### src/rtl/ddr3_pkg.sv
// Shared definitions for the DDR3 app-interface arbiter: MIG command codes,
// FSM state encoding and a small requester-select helper.
package ddr3_pkg;

   // MIG 7-series app_cmd encodings used by this block
   localparam logic [2:0] APP_CMD_WR = 3'b000;
   localparam logic [2:0] APP_CMD_RD = 3'b001;

   // Arbiter FSM: IDLE chooses a requester, ISSUE runs the MIG handshakes
   typedef enum logic {
      ST_IDLE  = 1'b0,
      ST_ISSUE = 1'b1
   } arb_state_t;

   // Turn a requester index (0/1) into a one-hot strobe
   function automatic logic [1:0] onehot2(input logic sel);
      return sel ? 2'b10 : 2'b01;
   endfunction

endpackage

### src/rtl/ddr3_tag_fifo.sv
// One-bit-wide tag FIFO recording which requester issued each outstanding
// read. Count is registered so that full/empty reflect the state at the
// start of the cycle, independent of any push/pop happening in it.
module ddr3_tag_fifo #(
   parameter int TAG_DEPTH = 16
) (
   input  logic clk,
   input  logic rst,
   input  logic push,
   input  logic push_tag,
   input  logic pop,
   output logic pop_tag,
   output logic full,
   output logic empty
);

   localparam int PTR_W = $clog2(TAG_DEPTH);
   localparam logic [PTR_W-1:0] PTR_ONE  = 1;
   localparam logic [PTR_W:0]   CNT_ONE  = 1;
   localparam logic [PTR_W:0]   CNT_FULL = TAG_DEPTH[PTR_W:0];

   logic             mem [TAG_DEPTH];
   logic [PTR_W-1:0] wr_ptr;
   logic [PTR_W-1:0] rd_ptr;
   logic [PTR_W:0]   count;
   logic             do_push;
   logic             do_pop;

   assign full    = (count == CNT_FULL);
   assign empty   = (count == '0);
   assign do_push = push & ~full;
   assign do_pop  = pop & ~empty;
   assign pop_tag = mem[rd_ptr];

   // Tag storage: write-only on accepted push, no reset needed
   always_ff @(posedge clk) begin
      if (do_push) begin
         mem[wr_ptr] <= push_tag;
      end
   end

   // Pointers and occupancy; simultaneous push and pop leave count unchanged
   always_ff @(posedge clk or posedge rst) begin
      if (rst) begin
         wr_ptr <= '0;
         rd_ptr <= '0;
         count  <= '0;
      end else begin
         if (do_push) begin
            wr_ptr <= wr_ptr + PTR_ONE;
         end
         if (do_pop) begin
            rd_ptr <= rd_ptr + PTR_ONE;
         end
         case ({do_push, do_pop})
            2'b10:   count <= count + CNT_ONE;
            2'b01:   count <= count - CNT_ONE;
            default: count <= count;
         endcase
      end
   end

endmodule

### src/rtl/ddr3_app_arbiter.sv
// Two-requester round-robin arbiter in front of the MIG 7-series app
// interface. Grants one single-beat command at a time, runs the app_en and
// app_wdf_wren handshakes independently, and steers in-order read returns
// back to the issuing requester using a tag FIFO.
module ddr3_app_arbiter
   import ddr3_pkg::*;
#(
   parameter int ADDR_W    = 28,
   parameter int DATA_W    = 256,
   parameter int TAG_DEPTH = 16
) (
   input  logic                      ui_clk,
   input  logic                      ui_rst,
   input  logic [1:0]                req_valid,
   output logic [1:0]                req_ready,
   input  logic [1:0]                req_rd,
   input  logic [2*ADDR_W-1:0]       req_addr,
   input  logic [2*DATA_W-1:0]       req_wdata,
   input  logic [2*(DATA_W/8)-1:0]   req_wmask,
   output logic [DATA_W-1:0]         rd_data,
   output logic [1:0]                rd_valid,
   output logic [ADDR_W-1:0]         app_addr,
   output logic [2:0]                app_cmd,
   output logic                      app_en,
   input  logic                      app_rdy,
   output logic [DATA_W-1:0]         app_wdf_data,
   output logic [DATA_W/8-1:0]       app_wdf_mask,
   output logic                      app_wdf_wren,
   output logic                      app_wdf_end,
   input  logic                      app_wdf_rdy,
   input  logic [DATA_W-1:0]         app_rd_data,
   input  logic                      app_rd_data_valid,
   output logic                      tag_err
);

   localparam int MASK_W = DATA_W / 8;

   arb_state_t        state;
   arb_state_t        state_nxt;
   logic              rr_ptr;
   logic [1:0]        cand;
   logic              gnt_any;
   logic              gnt_sel;
   logic              accept;
   logic              cmd_hs;
   logic              wdat_hs;
   logic              cmd_done;
   logic              wdat_done;
   logic              tag_push;

   logic [ADDR_W-1:0] addr_q;
   logic [DATA_W-1:0] wdata_q;
   logic [MASK_W-1:0] wmask_q;
   logic              rd_q;
   logic              sel_q;

   logic              tag_full;
   logic              tag_empty;
   logic              tag_out;

   // Candidate filter and round-robin pick; reads wait while no tag slot is free
   always_comb begin
      cand    = req_valid & ~(req_rd & {2{tag_full}});
      gnt_any = |cand;
      gnt_sel = cand[rr_ptr] ? rr_ptr : ~rr_ptr;
   end

   // FSM next state and handshake strobes; each strobe drops once its own
   // handshake completes, and IDLE is re-entered when both are done
   always_comb begin
      state_nxt    = state;
      req_ready    = 2'b00;
      accept       = 1'b0;
      app_en       = 1'b0;
      app_wdf_wren = 1'b0;
      app_wdf_end  = 1'b0;
      cmd_hs       = 1'b0;
      wdat_hs      = 1'b0;
      tag_push     = 1'b0;
      case (state)
         ST_IDLE: begin
            if (gnt_any) begin
               req_ready = onehot2(gnt_sel);
               accept    = 1'b1;
               state_nxt = ST_ISSUE;
            end
         end
         ST_ISSUE: begin
            app_en       = ~cmd_done;
            app_wdf_wren = ~wdat_done;
            app_wdf_end  = ~wdat_done;
            cmd_hs       = app_en & app_rdy;
            wdat_hs      = app_wdf_wren & app_wdf_rdy;
            tag_push     = cmd_hs & rd_q;
            if ((cmd_done | cmd_hs) & (wdat_done | wdat_hs)) begin
               state_nxt = ST_IDLE;
            end
         end
         default: state_nxt = ST_IDLE;
      endcase
   end

   // FSM state register
   always_ff @(posedge ui_clk or posedge ui_rst) begin
      if (ui_rst) begin
         state <= ST_IDLE;
      end else begin
         state <= state_nxt;
      end
   end

   // Latch the granted payload and advance the round-robin pointer
   always_ff @(posedge ui_clk or posedge ui_rst) begin
      if (ui_rst) begin
         rr_ptr  <= 1'b0;
         addr_q  <= '0;
         wdata_q <= '0;
         wmask_q <= '0;
         rd_q    <= 1'b0;
         sel_q   <= 1'b0;
      end else if (accept) begin
         rr_ptr  <= ~gnt_sel;
         sel_q   <= gnt_sel;
         rd_q    <= req_rd[gnt_sel];
         addr_q  <= gnt_sel ? req_addr[ADDR_W +: ADDR_W]   : req_addr[0 +: ADDR_W];
         wdata_q <= gnt_sel ? req_wdata[DATA_W +: DATA_W]  : req_wdata[0 +: DATA_W];
         wmask_q <= gnt_sel ? req_wmask[MASK_W +: MASK_W]  : req_wmask[0 +: MASK_W];
      end
   end

   // Handshake completion flags; reads have no write-data phase
   always_ff @(posedge ui_clk or posedge ui_rst) begin
      if (ui_rst) begin
         cmd_done  <= 1'b0;
         wdat_done <= 1'b0;
      end else if (accept) begin
         cmd_done  <= 1'b0;
         wdat_done <= req_rd[gnt_sel];
      end else begin
         if (cmd_hs) begin
            cmd_done <= 1'b1;
         end
         if (wdat_hs) begin
            wdat_done <= 1'b1;
         end
      end
   end

   assign app_addr     = addr_q;
   assign app_cmd      = rd_q ? APP_CMD_RD : APP_CMD_WR;
   assign app_wdf_data = wdata_q;
   assign app_wdf_mask = wmask_q;

   ddr3_tag_fifo #(
      .TAG_DEPTH (TAG_DEPTH)
   ) u_tag_fifo (
      .clk      (ui_clk),
      .rst      (ui_rst),
      .push     (tag_push),
      .push_tag (sel_q),
      .pop      (app_rd_data_valid),
      .pop_tag  (tag_out),
      .full     (tag_full),
      .empty    (tag_empty)
   );

   // Read return: register data and steer the strobe by the popped tag;
   // a return with no outstanding tag is flagged and never strobed
   always_ff @(posedge ui_clk or posedge ui_rst) begin
      if (ui_rst) begin
         rd_data  <= '0;
         rd_valid <= 2'b00;
         tag_err  <= 1'b0;
      end else begin
         rd_valid <= 2'b00;
         if (app_rd_data_valid) begin
            rd_data <= app_rd_data;
            if (tag_empty) begin
               tag_err <= 1'b1;
            end else begin
               rd_valid <= onehot2(tag_out);
            end
         end
      end
   end

endmodule

### config.mk
export PLATFORM = sky130hd
export DESIGN_NAME = ddr3_app_arbiter
export DESIGN_NICKNAME = d
export VERILOG_FILES = /design/src/rtl/ddr3_pkg.sv /design/src/rtl/ddr3_tag_fifo.sv /design/src/rtl/ddr3_app_arbiter.sv
export SDC_FILE = /design/constraint.sdc
export NUM_CORES = 1
export LEC_CHECK = 0
export BUFFER_PORTS_ARGS = -buffer_cell sky130_fd_sc_hd__buf_2
export CAP_MARGIN = 30
export CORE_AREA = 2 2 580 582
export DETAILED_ROUTE_END_ITERATION = 6
export DIE_AREA = 0 0 582 584
export SYNTH_ARGS = -nofsm -noshare
export SYNTH_HDL_FRONTEND = slang
export SYNTH_SLANG_ARGS = --single-unit
### constraint.sdc
create_clock -name ui_clk -period 53.7 [get_ports ui_clk]
set_input_delay 5.37 -clock ui_clk [delete_from_list [all_inputs] [get_ports ui_clk]]
set_output_delay 5.37 -clock ui_clk [all_outputs]
set_load 0.02 [all_outputs]
==> reports/metrics.cfg, run 1 <==
[outcome]
status=finished, final reports clean

[yosys]
synth-xor-area-share=0.00378
synth_top_family_by_area=compound AO/OA/AOI/OAI gates
ys_seq_area_frac=0.602
synth-simple-area-share=0.105
synth_fa_ha_area_frac=0.00442
synth_compound_area_frac=0.132
synthArstFlopShare=0.974
synth.avg_cell_area_um2=14.1
synth_ff_type=dfrtp_1
syn_area_um2=25500
yosysWarnings=0
syn_inst=1805
ys_types=44
yosys-mux-area-fraction=0.118
synth-seq-cells=610
synth-edff-count=16

[sta]
setup-tns-final_ns=0
max_freq_mhz=82.6
max_slew_margin=0.302
rsz0062_at_grt=false
hold_violations=0
period_share=0.225
setup_viol=0
period_minus_slack_ns=12.11
worst_pin_slew_ns=1.05
finClkSkew_ns=0.0380
final-max-slew-violation-count=0
setup_slack_ns=41.59

[routing]
first_pass_iters=5
drt_iter0_markers=1790
drt-total-wl_mm=203
drtAntennaViolNets=0
wl_per_cell_um=26.0
vias=24300
post-route-drc-count=0
viasPerCell=3.12

[global_routing]
grtUsageMet1=0.112
gr-usage-met3=0.0639
grt_pass1_wl_mm=250
first_global_vias=23200
antenna_found_initial=268
track_usage=0.113
overflow=0
grt_use_met2=0.178
grt_max_degree=89
grt.busiest_layer=met2

[worst_hold_path]
hold_depth=1
hp-class=flip-flop to flip-flop

[job]
max-cap-violations=0

[die]
die_area_um2=340000
die_w_um=582
num_io_pins=1480
fp.coreArea_um2=333000
rows=212
die_h_um=584
initial_core_util=0.0766

[clocking]
cts-resized-gates=0
clock_sinks=610
clockBufferDepth=4
cts_setup_buffers=0
htreeDepth=3
postCtsHoldBufs=0
clock-root-buffer=clkbuf_16
cts_tree=done
cts_buffers=82
clock_latency_ns=0.80
clk_pin_slew_worst_paths_ns=0.06

[finish]
num-fill-cells=38000
syn2layout_area_growth_pct=60.6
final_cells=7792
drive_gt1_frac=0.583
ff_latch_area_um2=15300
multi_input_area_um2=9320
fin_area_um2=40900
nets=4133

[place]
place_worst_setup_slack_ns=41.56
gp_congestion=0.981
place_area_um2=37900
place_inst=7528
post-dp-hpwl_mm=172
io_buffers=1477

[setup_path]
crit_arrival_ns=6.74
worst-setup-path-type=input pin to output pin
setup.worst_path.start_class=input pin
cp-end-kind=output pin
r2r_cells=10
required_ns=48.33
cp_max_fo=4

[power]
power.leakage_uw=0.0176
power_uw=2140
ir_drop_v=0.0000271
pwr_density_cell_nw_per_um2=52.2

## metrics by stage
| step | utilization | hold WS, ns |
|---|---|---|
| after floorplan | - | 0.470 |
| after global placement | 0.114 | 0.451 |
| after detailed placement | 0.114 | 0.457 |
| after CTS | 0.122 | 0.470 |
| after global routing | 0.123 | 0.498 |
| final | 0.123 | 0.465 |
## power breakdown
part	internal (uW)	total, uW	switching [uW]
combinational	285	854	569
clock	330	567	237
sequential	608	717	109
total	1220	2140	915
## per-layer routing
metal	part of all wire	routed length [um]
met5	0.0047	950
met1	0.33	66800
met4	0.088	17800
met3	0.13	27100
met2	0.44	90200
## kinds of logic (layout without fill, tap and decap cells)
kind of cell             Yosys count  after routing
XOR/XNOR                          11             11
AND/OR/NAND/NOR                  377            377
flip-flops                       610            610
multiplexers                     262            262
AO/OA/AOI/OAI                    343            343
other                              1            118
buffers and inverters            192           1675
adder cells (fa/ha/maj)            9              9
## final timing paths
path,start,to,slack (ns)
max,req_valid[0],req_ready[0],41.59
max reg2reg,u_tag_fifo.count[1],app_addr[2],48.13
min reg2reg,tag_err,tag_err,0.46
max in group asynchronous,ui_rst,app_wdf_data[21],45.53
min in group asynchronous,ui_rst,app_wdf_mask[31],4.71
min,tag_err,tag_err,0.46
## cell usage after synthesis, drive strengths merged (2+ instances only)
cell type,n,area [um^2]
ha,9,113
mux2,257,2890
xnor2,10,87.6
mux4,5,113
nand2,14,52.6
buf,77,453
a311oi,3,26.3
nor2b,2,12.5
nand4,2,12.5
a21oi,7,35.0
o21ai,4,20.0
nor2,22,82.6
nor3,5,25.0
nor3b,318,2390
nand2b,6,37.5
a221o,316,3160
inv,12,45.0
clkbuf,103,387
and2,2,12.5
dfrtp,594,14900
a32oi,2,17.5
edfxtp,16,480
## placed cells by master (no fill, tap or decap), drive strengths merged, types with 3 or more instances in the layout
cell type	instances
clkinvlp	4
dfrtp	594
clkinv	15
a311oi	3
a21oi	7
nor3	5
xnor2	10
mux4	5
edfxtp	16
nand2	14
bufinv	4
nor3b	318
diode	116
ha	9
o21ai	4
mux2	257
nand2b	6
nor2	22
buf	1517
clkbuf	115
a221o	316
inv	20
## cell type report
cell class              count  area share
well taps                4387       0.134
multi-input cells        1004       0.228
clock buffers             115      0.0581
flip-flops and latches    610       0.375
repair buffers           1517       0.189
clock inverters            31     0.00782
inverters                  12     0.00128
diodes                    116     0.00709
## state kept, by name, summed over array words and instances (netlist names)
name	count
app_wdf_data	256
rd_data	256
app_wdf_mask	32
app_addr	28
u_tag_fifo.mem	16
u_tag_fifo.count	5
u_tag_fifo.rd_ptr	4
u_tag_fifo.wr_ptr	4
rd_valid	2
cmd_done	1
rd_q	1
rr_ptr	1
sel_q	1
state	1
tag_err	1
wdat_done	1
## worst max-delay path: stages
cell and delay (ns):
buf_2 0.24, and4b_1 0.30, a32oi_4 0.06, nor2_1 0.45, buf_2 0.29
Power figures use the tool's default switching activity.
==> inputs of run 2 (changes only) <==
- CORE_AREA: 2 2 580 582 -> 2 2 581 583
- DIE_AREA: 0 0 582 584 -> 0 0 583 585
- clock period: 53.7 -> 9.7 ns (I/O delays scaled with it)
==> run 2 against run 1 <==
Register-to-register slack got worse by 43 ns; worst setup slack worse by 36 ns; largest cell class unchanged; worst hold slack worse by 0.14 ns; clock power grew to 5.5 times the previous value; combinational power rose to 5.6 times the previous value; sequential share of layout area shrank 0.12 points; non-clock buffer count shrank 5; final area is 0.31% higher; global-route usage grew 0.32 points.
==> reports/metrics.cfg, run 2 (synthesized netlist as in run 1, its figures left out) <==
[routing]
vias=24300
drt_iter0_markers=1967
first_pass_iters=5
viasPerCell=3.10
drt-total-wl_mm=209
wl_per_cell_um=26.7
post-route-drc-count=0
drtAntennaViolNets=0

[setup_path]
crit_arrival_ns=3.36
r2r-start=u_tag_fifo.count[1]
cp-end-kind=output pin
required_ns=8.73
cpMaxStageDelayCell=nor4_4
worst-setup-path-type=flip-flop to output pin
cp_cell_sequence=nor4_4, a311oi_1, a311oi_4, buf_4, buf_2
setup.worst_path.start_class=flip-flop
slowest_delay_ns=0.73
crit_path_start=u_tag_fifo.count[1]
cp_max_fo=39

[sta]
finClkSkew_ns=0.0514
max_freq_mhz=231
setup-tns-final_ns=0
period_share=0.447
worst_pin_slew_ns=1.06
max_slew_margin=0.295
hold_violations=0
rsz0062_at_grt=false
hold_ws_ns=0.329
setup_viol=0
period_minus_slack_ns=4.33
final-max-slew-violation-count=0

[die]
rows=213
fp.coreArea_um2=335000
num_io_pins=1480
die_area_um2=341000
die_h_um=585
initial_core_util=0.0760
die_w_um=583

[clocking]
clk_pin_slew_worst_paths_ns=0.06
htreeDepth=3
postCtsHoldBufs=0
cts_setup_buffers=0
cts-resized-gates=0
cts_buffers=80
clockBufferDepth=4
cts_tree=done
clock-root-buffer=clkbuf_16
clock_latency_ns=0.81
clock_sinks=610

[finish]
num-fill-cells=38300
syn2layout_area_growth_pct=61.1
final_common_cell=buf_2
nets=4126
final_cells=7850
drive_gt1_frac=0.581
layout_common_cells=buf_2 (1476), dfrtp_1 (594), a221o_1 (316)

[power]
switching_power_uw=5160
p_comb_frac=0.405
internal-power_uw=6760
clockPowerShare=0.261
pwr_density_cell_nw_per_um2=290
swShare=0.433
seqPwrFrac=0.335
power.leakage_uw=0.0175
ir_drop_v=0.000215

[outcome]
status=finished, final reports clean

[place]
post-dp-hpwl_mm=178
place_inst=7545
gp_congestion=0.992
io_buffers=1477

[global_routing]
grt_max_degree=142
first_global_vias=23400
track_usage=0.117
antenna_found_initial=266
overflow=0
grt_pass1_wl_mm=257

[job]
max-cap-violations=0

[worst_hold_path]
hp-class=input pin to asynchronous set/reset pin

## run 2: path summary, 6_finish.rpt
| kind | end | slack (ns) | cells past startpoint |
|---|---|---|---|
| setup / recovery | req_ready[1] | 5.37 | 5 |
| max in group asynchronous | app_wdf_data[34] | 7.17 | 5 |
| hold / removal | rd_data[212] | 0.33 | 3 |
| hold reg to reg | tag_err | 0.49 | 1 |
| min in group ui_clk | app_wdf_data[26] | 0.38 | 2 |
| setup reg to reg | app_wdf_data[222] | 5.54 | 7 |
## run 2: area by class of cell
class,instances,area (um^2),share of cell area
flip-flops and latches,610,15300,0.374
multi-input cells,1004,9330,0.227
repair buffers,1512,7780,0.189
well taps,4407,5510,0.134
clock buffers,110,2240,0.0547
diodes,168,420,0.0102
clock inverters,27,387,0.00941
inverters,12,48.8,0.00119
## run 2: through the flow
step	util	area (um^2)	total power [uW]	setup WS, ns
after floorplan	-	25500	6370	0.631
after global placement	0.113	38000	8880	5.47
after detailed placement	0.113	38000	8920	5.45
after CTS	0.121	40600	12100	5.26
after global routing	0.122	40900	12500	5.19
final	0.122	41100	11900	5.37
## run 2: critical path, delay by kind of cell (launching register included)
kind	cells	cell delay [ns]
AO/OA/AOI/OAI	2	0.60
flip-flops	1	0.48
buffers and inverters	2	0.73
AND/OR/NAND/NOR	1	0.73
## run 2: power by group through the flow
stage / logic [uW] / registers, uW / clock network [uW]
2_1_floorplan: 1630 / 4740 / 0
4_1_cts: 4930 / 3960 / 3230
6_report: 4820 / 3990 / 3110
5_1_grt: 5070 / 4070 / 3310
3_3_place_gp: 4880 / 3990 / 0
3_5_place_dp: 4940 / 3980 / 0
## run 2: per-layer routing
metal	wire (um)	track usage	up-vias	part of all wire
li1	-	-	10100	-
met1	68500	0.116	11900	0.33
met2	93600	0.181	1717	0.45
met3	28800	0.0638	563	0.14
met4	17400	0.0892	126	0.083
met5	924	0.0139	-	0.0044
==> inputs of run 3 (changes only) <==
- CORE_AREA: 2 2 581 583 -> 2 2 571 573
- DIE_AREA: 0 0 583 585 -> 0 0 573 575
- clock period: 9.7 -> 4.1 ns (I/O delays scaled with it)
==> run 3 against run 2 <==
Clock power increased by 130%; total power rose to 2.5 times the previous value; flip-flop and latch count is the same; clock skew fell by 0.028 ns; worst setup slack got worse by 5.0 ns; critical path depth unchanged; sequential power is 140% higher; global-route usage fell by 0.074 points; utilization up 3.0 points; count of clock-buffer cells in the layout grew 3; combinational power increased to 2.8 times the previous value.
==> reports/metrics.cfg, run 3 (synthesized netlist as in run 1, its figures left out) <==
[outcome]
status=finished, final reports clean

[clocking]
cts_setup_buffers=0
cts_buffers=80
clock_latency_ns=0.80
cts_tree=done
clock_sinks=610
clk_pin_slew_worst_paths_ns=0.06
clockBufferDepth=4
htreeDepth=3
clock-root-buffer=clkbuf_16

[sta]
max_freq_mhz=270
rsz0062_at_grt=false
finClkSkew_ns=0.0233
hold_violations=0
setup_viol=0
period_share=0.903
worst_pin_slew_ns=0.976
max_slew_margin=0.349
final-max-slew-violation-count=0
period_minus_slack_ns=3.70

[routing]
drt_iter0_markers=1813
viasPerCell=3.26
wl_per_cell_um=23.4
post-route-drc-count=0
drt-total-wl_mm=200
drtAntennaViolNets=0
vias=27800
first_pass_iters=6

[die]
num_io_pins=1480
die_area_um2=329000
die_h_um=575
die_w_um=573
rows=209
fp.coreArea_um2=323000
initial_core_util=0.0789

[setup_path]
r2r-end=app_wdf_data[126]
r2r_cells=7
cp-end-kind=output pin
setup.worst_path.start_class=flip-flop
cp_cell_sequence=nor4_4, a311oi_1, a311oi_4, buf_4, buf_2
cpMaxStageDelayCell=a311oi_4
rrSetupSlack_ns=0.50
slowest_delay_ns=0.69
critical_path_buf_inv_count=2
worst-setup-path-type=flip-flop to output pin
crit_arrival_ns=3.29
required_ns=3.69
crit_family=compound AO/OA/AOI/OAI gates
r2r-start=u_tag_fifo.count[1]
cp_max_fo=10

[global_routing]
grt_max_degree=131
overflow=0
track_usage=0.116
grt_pass1_wl_mm=259
antenna_found_initial=196
first_global_vias=28200

[worst_hold_path]
hold_start=req_wdata[146]
min_to=app_wdf_data[146]
hp-class=input pin to flip-flop
hold_depth=3

[power]
power.leakage_uw=0.0213
ir_drop_v=0.000438
pwr_density_cell_nw_per_um2=615
power_uw=30300

[finish]
drive_gt1_frac=0.474
final_cells=8545
nets=4979
syn2layout_area_growth_pct=93.3
final_common_cell=buf_2
fin_area_um2=49300
post-route-util=0.152
layout_common_cells=buf_2 (1476), dlygate4sd3_1 (798), dfrtp_1 (594)

[place]
post-dp-hpwl_mm=162
place_area_um2=38500
gp_congestion=0.964
place_inst=7518
io_buffers=1477

[job]
max-cap-violations=0

## run 3: worst max-delay path by stage
stage,to,depth (start not counted),slack (ns),from
after floorplan,app_addr[0],1,-4.41,ui_rst
final,req_ready[1],5,0.40,u_tag_fifo.count[1]
after CTS,req_ready[1],5,0.30,u_tag_fifo.count[1]
after global placement,u_tag_fifo.count[4],10,0.60,u_tag_fifo.count[1]
after detailed placement,u_tag_fifo.count[4],10,0.76,u_tag_fifo.count[1]
after global routing,req_ready[1],5,0.21,u_tag_fifo.count[1]
## run 3: routing by layer
metal | part of all wire | up-vias | wire length (um) | track usage
met5 | 0.0043 | - | 853 | 0
met4 | 0.075 | 130 | 15000 | 0.0807
met3 | 0.13 | 642 | 26300 | 0.0642
met2 | 0.45 | 1881 | 89800 | 0.183
met1 | 0.34 | 13500 | 67500 | 0.116
li1 | - | 11700 | - | -
## run 3: cell type report
type,instances,area (um^2)
inverter,12,48.8
clock inverter,28,320
timing repair buffer,2365,16300
fill,35900,274000
tap,4325,5410
antenna,88,220
multi-input combinational,1004,9310
sequential,610,15300
clock buffer,113,2280
## run 3: per-stage QoR
stage	setup slack [ns]	TNS, ns	hold slack [ns]
6_report	0.396	0	0.0702
5_1_grt	0.208	0	0.0300
4_1_cts	0.303	0	0.0000512
3_5_place_dp	0.762	0	0.489
3_3_place_gp	0.599	0	0.483
2_1_floorplan	-4.41	-2619.13	0.470
## run 3: timing repair
| item | in CTS | in global routing |
|---|---|---|
| hold buffers | 798 | 0 |
| gates resized for setup | 0 | 0 |
| hold endpoints to repair | 590 | 0 |
| endpoints found under the setup margin | 0 | 0 |
## run 3: tightest hold or removal path, cell delays in order
cell     delay, ns
buf_2         0.08
nor3b_1       0.19
a221o_1       0.13
## run 3: power by group
part / leakage (uW) / total, uW / internal, uW / switching, uW
clock: 0.00126 / 7220 / 4140 / 3080
sequential: 0.00730 / 9510 / 7960 / 1550
combinational: 0.0128 / 13600 / 5890 / 7670
total: 0.0213 / 30300 / 18000 / 12300
